**config.mk**
```make
export PLATFORM = sky130hd
export DESIGN_NAME = bm_output_arbiter
export DESIGN_NICKNAME = d
export VERILOG_FILES = /design/src/rtl/bm_arb_pkg.sv /design/src/rtl/bm_rr_picker.sv /design/src/rtl/bm_output_arbiter.sv
export SDC_FILE = /design/constraint.sdc
export NUM_CORES = 1
export LEC_CHECK = 0
export CAP_MARGIN = 25
export CORE_UTILIZATION = 48
export CTS_BUF_LIST = sky130_fd_sc_hd__clkbuf_8
export DETAILED_ROUTE_END_ITERATION = 6
export PLACE_DENSITY = 0.7
export SLEW_MARGIN = 20
export SYNTH_ARGS = -nofsm -noshare
export SYNTH_HDL_FRONTEND = slang
export SYNTH_HIERARCHICAL = 1
export SYNTH_SLANG_ARGS = --single-unit
```
**constraint.sdc**
```tcl
create_clock -name clock_signal -period 4.05 [get_ports clock_signal]
set_input_delay 0.81 -clock clock_signal [delete_from_list [all_inputs] [get_ports clock_signal]]
set_output_delay 0.81 -clock clock_signal [all_outputs]
set_load 0.05 [all_outputs]
```
**src/rtl/bm_arb_pkg.sv**
```systemverilog
// Shared types and helpers for the BondMachine output arbiters.
// The grant FSM states, hold counter width and index-width helper live here.
package bm_arb_pkg;

  typedef enum logic [1:0] {
    ST_IDLE    = 2'd0,
    ST_PRESENT = 2'd1,
    ST_ACK     = 2'd2,
    ST_HOLD    = 2'd3
  } arb_state_t;

  localparam int HOLD_CNT_W = 16;

  // Width of an index into n requesters; never narrower than one bit.
  function automatic int idx_w(input int n);
    return (n > 1) ? $clog2(n) : 1;
  endfunction

endpackage

```
**src/rtl/bm_rr_picker.sv**
```systemverilog
// Combinational round-robin picker: first set request bit strictly after ptr_i,
// wrapping around; found_o is low when no request is set.
module bm_rr_picker
  import bm_arb_pkg::*;
#(
  parameter  int N_REQ = 2,
  localparam int IDX_W = idx_w(N_REQ)
) (
  input  logic [N_REQ-1:0] req_i,
  input  logic [IDX_W-1:0] ptr_i,
  output logic [IDX_W-1:0] sel_o,
  output logic             found_o
);

  int cand;

  // NOTE: every always_comb output gets a default first so no path leaves it unassigned (no latch).
  always_comb begin
    sel_o   = '0;
    found_o = 1'b0;
    cand    = 0;
    // Scan from the farthest offset down so the nearest hit is the last write and wins.
    for (int off = N_REQ; off >= 1; off--) begin
      cand = (int'(ptr_i) + off) % N_REQ;
      if (req_i[IDX_W'(cand)]) begin
        sel_o   = IDX_W'(cand);
        found_o = 1'b1;
      end
    end
  end

endmodule

```
**src/rtl/bm_output_arbiter.sv**
```systemverilog
// Round-robin sharing of one downstream output sink among N_REQ BondMachine
// output ports, with valid/received handshakes on both sides and a hold window.
module bm_output_arbiter
  import bm_arb_pkg::*;
#(
  parameter  int N_REQ       = 2,
  parameter  int DATA_W      = 1,
  parameter  int HOLD_CYCLES = 0,
  localparam int IDX_W       = idx_w(N_REQ)
) (
  input  logic                    clock_signal,
  input  logic                    reset_signal,
  input  logic [N_REQ*DATA_W-1:0] req_data,
  input  logic [N_REQ-1:0]        req_valid,
  output logic [N_REQ-1:0]        req_received,
  output logic [DATA_W-1:0]       out_data,
  output logic                    out_valid,
  input  logic                    out_received,
  output logic [IDX_W-1:0]        grant_idx,
  output logic                    busy
);

  arb_state_t              state_q, state_d;
  logic [IDX_W-1:0]        ptr_q, ptr_d;
  logic [IDX_W-1:0]        grant_q, grant_d;
  logic [DATA_W-1:0]       data_q, data_d;
  logic                    valid_q, valid_d;
  logic [N_REQ-1:0]        recv_q, recv_d;
  logic [HOLD_CNT_W-1:0]   hold_q, hold_d;

  logic [IDX_W-1:0]        pick_sel;
  logic                    pick_found;
  logic [DATA_W-1:0]       sel_data;

  bm_rr_picker #(.N_REQ(N_REQ)) u_picker (
    .req_i   (req_valid),
    .ptr_i   (ptr_q),
    .sel_o   (pick_sel),
    .found_o (pick_found)
  );

  always_comb begin
    sel_data = '0;
    for (int i = 0; i < N_REQ; i++) begin
      if (pick_sel == IDX_W'(i)) sel_data = req_data[i*DATA_W +: DATA_W];
    end
  end

  always_comb begin
    state_d = state_q;
    ptr_d   = ptr_q;
    grant_d = grant_q;
    data_d  = data_q;
    valid_d = valid_q;
    recv_d  = recv_q;
    hold_d  = hold_q;
    unique case (state_q)
      ST_IDLE: begin
        if (pick_found) begin
          data_d  = sel_data;
          grant_d = pick_sel;
          ptr_d   = pick_sel;
          valid_d = 1'b1;
          state_d = ST_PRESENT;
        end
      end
      ST_PRESENT: begin
        // The granted requester may drop valid here; the latched transfer still completes.
        if (out_received) begin
          valid_d          = 1'b0;
          recv_d           = '0;
          recv_d[grant_q]  = 1'b1;
          state_d          = ST_ACK;
        end
      end
      ST_ACK: begin
        recv_d = '0;
        if (HOLD_CYCLES > 0) begin
          hold_d  = HOLD_CNT_W'(HOLD_CYCLES);
          state_d = ST_HOLD;
        end else begin
          state_d = ST_IDLE;
        end
      end
      ST_HOLD: begin
        hold_d = hold_q - 1'b1;
        if (hold_q == HOLD_CNT_W'(1)) state_d = ST_IDLE;
      end
      default: state_d = ST_IDLE;
    endcase
  end

  // NOTE: sequential state uses non-blocking assignments only, so all registers update together.
  always_ff @(posedge clock_signal) begin
    if (!reset_signal) begin
      state_q <= ST_IDLE;
      ptr_q   <= IDX_W'(N_REQ - 1);
      grant_q <= '0;
      data_q  <= '0;
      valid_q <= 1'b0;
      recv_q  <= '0;
      hold_q  <= '0;
    end else begin
      state_q <= state_d;
      ptr_q   <= ptr_d;
      grant_q <= grant_d;
      data_q  <= data_d;
      valid_q <= valid_d;
      recv_q  <= recv_d;
      hold_q  <= hold_d;
    end
  end

  assign req_received = recv_q;
  assign out_data     = data_q;
  assign out_valid    = valid_q;
  assign grant_idx    = grant_q;
  assign busy         = (state_q != ST_IDLE);

endmodule
```
# ---- Word level (Yosys, flattened, before mapping)
# Index checks and enable logic that the tools add are counted.
dict set report word_totals {
  ff_bits 24
  latch_bits 0
  ram_bits 0
  mem_bits_ro 0
  n_memories 0
}
dict set report op_classes {
  add_sub_neg 3
  n_mul 0
  n_div 0
  order_cmp 4
  n_eq_ne 7
  n_shift 0
  n_mux 20
  bitwise 0
  reduce_logical 9
}
# cell count
set ops {}
lappend ops {{16-bit by 1-bit == test with 1-bit output (second input constant)} 1}
lappend ops {{16-bit by 1-bit subtractor with 16-bit output (second input constant)} 1}
lappend ops {{1-bit two-way mux} 12}
lappend ops {{2-bit two-way mux} 4}
lappend ops {{2-bit one-hot mux with 4 select lines} 1}
lappend ops {{1-bit by 3-bit < comparator with 1-bit output (second input constant)} 2}
lappend ops {{2-bit inequality test (second input constant)} 3}
lappend ops {{3-bit AND reduction} 2}
lappend ops {{2-bit nonzero test} 3}
lappend ops {{2-bit == test (second input constant)} 2}
lappend ops {{2-bit one-hot mux with 2 select lines} 1}
lappend ops {{2-bit AND reduction} 2}
lappend ops {{1-bit adder (second input constant)} 2}
lappend ops {{2-bit by 1-bit == test with 1-bit output (second input constant)} 1}
lappend ops {{2-bit logical NOT} 1}
lappend ops {{1-bit by 2-bit < comparator with 1-bit output (second input constant)} 1}
lappend ops {{1-bit one-hot mux with 2 select lines} 1}
lappend ops {{1-bit demux with 1-bit select} 1}
lappend ops {{1-bit >= comparator (second input constant)} 1}
lappend ops {{1-bit logical AND} 1}

# ---- Longest topological paths before layout
dict set report logic_depth {
  word_depth 8
  mapped_depth 7
}

# ---- Cells and area by module
# Netlist, hierarchy kept.
# mod n_inst cells_per_inst area_per_inst_um2 seq_area_each_um2
set modules_own_cells {}
lappend modules_own_cells {bm_output_arbiter 1 129 1093.5 480.5}
lappend modules_own_cells {bm_rr_picker 1 2 21.3 0.0}

# ---- Worst setup path before layout
# No wires, ideal clock.
dict set report synth_timing {
  path_kind {register -> register}
  start {register hold_q[0]}
  end {register hold_q[10]}
  setup_ps 71
  arrival_time_ps 1587
  required_time_ps 3979
  setup_slack_ps 2393
  path_stages_with_launch 8
  n_path_buf 1
  synth_period_minus_slack_ps 1657
  cell_sequence {dfxtp_1 inv_1 ha_1 nand3_1 or2_1 buf_6 or4_1 a21oi_1}
}
dict set report synth_via {
  elab_chain_cells 1
}
# element line_no
set synth_rtl {}
lappend synth_rtl {{start, declared} bm_output_arbiter.sv:29} ;# logic [HOLD_CNT_W-1:0] hold_q, hold_d;
lappend synth_rtl {{start signal, assigned} bm_output_arbiter.sv:110} ;# hold_q <= hold_d;
lappend synth_rtl {{16-bit by 1-bit subtractor with 16-bit output} bm_output_arbiter.sv:86} ;# hold_d = hold_q - 1'b1;
# No other way between the ends.
# A chain may end at the register's enable or synchronous reset.

# ---- Worst setup path in the final report
dict set report layout_timing {
  start {register state_q[1]}
  end {output busy}
}
dict set report layout_via {
  elab_chain_cells 1
}
# element line_no
set layout_rtl {}
lappend layout_rtl {{start, declared} bm_output_arbiter.sv:23} ;# arb_state_t state_q, state_d;
lappend layout_rtl {{start signal, assigned} bm_output_arbiter.sv:104} ;# state_q <= state_d;
lappend layout_rtl {{2-bit nonzero test} bm_output_arbiter.sv:118} ;# assign busy = (state_q != ST_IDLE);
lappend layout_rtl {{end, declared} bm_output_arbiter.sv:20} ;# output logic busy
# No other way between the ends.

==> flow_summary.toml <==
[outcome]
status = "complete, no violations"

[pwr]
power_density_nw_per_um2 = 416
switching_power_mw = 0.133
combPwrFrac_pct = 13.1
irDropWorstVdd_mv = 0.233
internal-power_mw = 0.406
p_leak_nw = 0.491
power_mw = 0.538
switching_share_pct = 24.7
seqPwrFrac_pct = 47.7
p_clk_share_pct = 39.2

[placement]
place_hpwl_um = 1460
placed_cells_incl_taps = 164
routabilityCongestion = 0.784
io_buffers = 11
place_ws_ns = 1.76
placed_area_um2 = 1220

[cells_and_area]
drive_gt1_share_pct = 3.57
multi_input_area_um2 = 579
utilization_pct = 59.1
nets = 150
layout_common_cells = "24 x dfxtp_1, 17 x nor2_1, 14 x nand2_1, 11 x clkdlybuf4s50_1, 9 x a21oi_1"
syn2layout_area_growth_pct = 16.2
diodes = 0
finalNonFillerCells = 168
mostFrequentLayoutCell = "dfxtp_1"
postLayoutCellArea_um2 = 1290
final.fill_count = 202
regArea_um2 = 480

[detailed_routing]
vias = 901
ant_nets = 0
routed_wl_um = 2080
wl_per_cell_um = 12.4
dr.pass1.iters = 4
viasPerCell = 5.36
drt-initial-drc-count = 13
drc = 0

[critical_path]
cp_slowest_stage_delay_ns = 0.79
setup.worst_path.class = "register to output pin"
crit_path_end_kind = "output pin"
cp.arrival_ns = 1.81
r2r_setup_slack_ns = 2.20
startpoint_type = "register"
worstPathBufferInverterCount = 2
worstPathRequired_ns = 3.24
ff2ff_path_depth = 4
crit-reg2reg-launch = "state_q[1]"
cp_max_fo = 11
crit_slowest_cell = "clkdlybuf4s50_1"
cp-startpoint = "state_q[1]"
path_cells = "nor2_1 -> inv_1 -> clkdlybuf4s50_1"
rr_endpoint = "hold_q[12]"
crit_family = "buffers and inverters"

[yosys]
synth_warnings = 6
yosys-top-cells-area = "dfxtp_1 43%, nor2_1 5.7%, nand2_1 4.7%"
yosys.area.top_type = "dfxtp_1"
yosys.area.top_type_share_pct = 43.1
synth_cells = 131
syn_avg_cell_area_um2 = 8.51
syn_area_um2 = 1110
yosysSeqAreaShare_pct = 43.1
synth_seq_cells = 24
synth_cell_type_count = 35
synthesis.nets = 140

[sta]
setup_viol = 0
hold_violations = 0
worstMarginPinSlew_ns = 0.621
worst_slack_ns = 1.43
fin_crit_ns = 2.62
rsz0062_at_grt = "no"
slew_headroom_pct = 58.6
max_freq_ghz = 0.381
fin_crit_sh_pct = 64.7
fin_setup_tns_ns = 0
skew_ns = 0.00474
slew_violations = 0
hold_ws_ns = 0.480

[floorplanning]
start_util_pct = 50.9
die_h_um = 50.2
std_cell_rows = 17
core_um2 = 2190
ioPinCount = 13
die_w_um = 50.2
dieArea_um2 = 2520

[grt]
grt_overflow_total = 0
grt_pass1_vias = 845
grtUsageTotal_pct = 19.0
grt_max_degree = 21
antenna_found_initial = 0
grt_pass1_wl_um = 3630

[min_path]
hp-class = "register to register"
hold_path.startpoint = "hold_q[14]"
holdPathStages = 2
hold_end = "hold_q[14]"

[clock_network]
cts_tree = "built"
cts_sinks = 24
h-tree-depth = 1
clockRootBuffer = "clkbuf_8"
worst_setup_hold_path_clk_slew_ns = 0.09
cts.repair.resized = 0
cts_made_buffers = 3
cts_buffer_depth = 2
cts_setup_buffers = 0
holdBufCountCts = 0
clk_latency_ns = 0.27

[job]
maxCapViolCount = 0
Yosys cell counts:
cell and number:
a211oi_1 1, a21oi_1 9, a22oi_1 2, and2_1 1, and4bb_1 1, buf_2 2
buf_4 1, buf_6 1, clkbuf_1 2, dfxtp_1 24, ha_1 2, inv_1 5
mux2i_1 3, nand2_1 14, nand2b_1 4, nand3_1 3, nand3b_1 2, nand4_1 1
nand4b_1 1, nor2_1 17, nor2b_1 1, nor2b_4 1, nor3_1 3, nor4_1 3
o2111ai_1 1, o211ai_1 1, o21ai_0 4, o21bai_1 1, o31ai_1 3, o41ai_1 1
or2_1 2, or3_1 4, or4_1 2, xnor2_1 3, xor2_1 5
routing by layer:
layer	GRT usage (%)	vias to the layer above	routed length (µm)
met5	0	-	0
met4	7.14	0	20
met3	3.94	2	60
met2	33.6	11	1020
met1	22.2	414	984
li1	-	474	-
final cells by class:
class / count / share of cell area [%]
timing repair buffer: 11 / 8.50
tap: 28 / 2.71
clock inverter: 1 / 2.32
clock buffer: 3 / 3.19
sequential: 24 / 37.1
inverter: 5 / 1.45
multi-input combinational: 96 / 44.7
cell families after synthesis:
| logic type | share of synthesized area (%) |
|---|---|
| simple gates | 27.9 |
| flops | 43.1 |
| fa+ha+maj | 2.24 |
| compound gates | 12.8 |
| buf+inv | 4.94 |
| xor+xnor | 6.29 |
| mux | 2.69 |
worst register-to-register path, stage by stage (launching register included):
cell and delay [ns]:
dfxtp_1 0.55, nand3_1 0.24, or2_1 0.35, or4_1 0.49
a21oi_1 0.15
power by group through the flow:
stage          combinational [mW]  clock [mW]  sequential, mW
6_report                   0.0705       0.211           0.257
5_1_grt                    0.0775       0.223           0.259
4_1_cts                    0.0709       0.215           0.257
3_5_place_dp               0.0706           0           0.262
3_3_place_gp               0.0695           0           0.262
2_1_floorplan              0.0434           0           0.268
how the worst max path moves through the flow:
stage | end | slack [ns] | cells after the start
after CTS | busy | 1.45 | 3
after global placement | busy | 1.76 | 3
after detailed placement | busy | 1.76 | 3
final | busy | 1.43 | 3
after global routing | busy | 1.38 | 3
after floorplan | hold_q[10] | 2.39 | 7
state kept, by name, indices dropped and copies added, names as in the netlist:
name	cells
state_q	2
hold_q	16
out_valid	1
out_data	1
ptr_q	1
grant_idx	1
req_received	2
No activity file was read; power rests on OpenSTA's default activity.
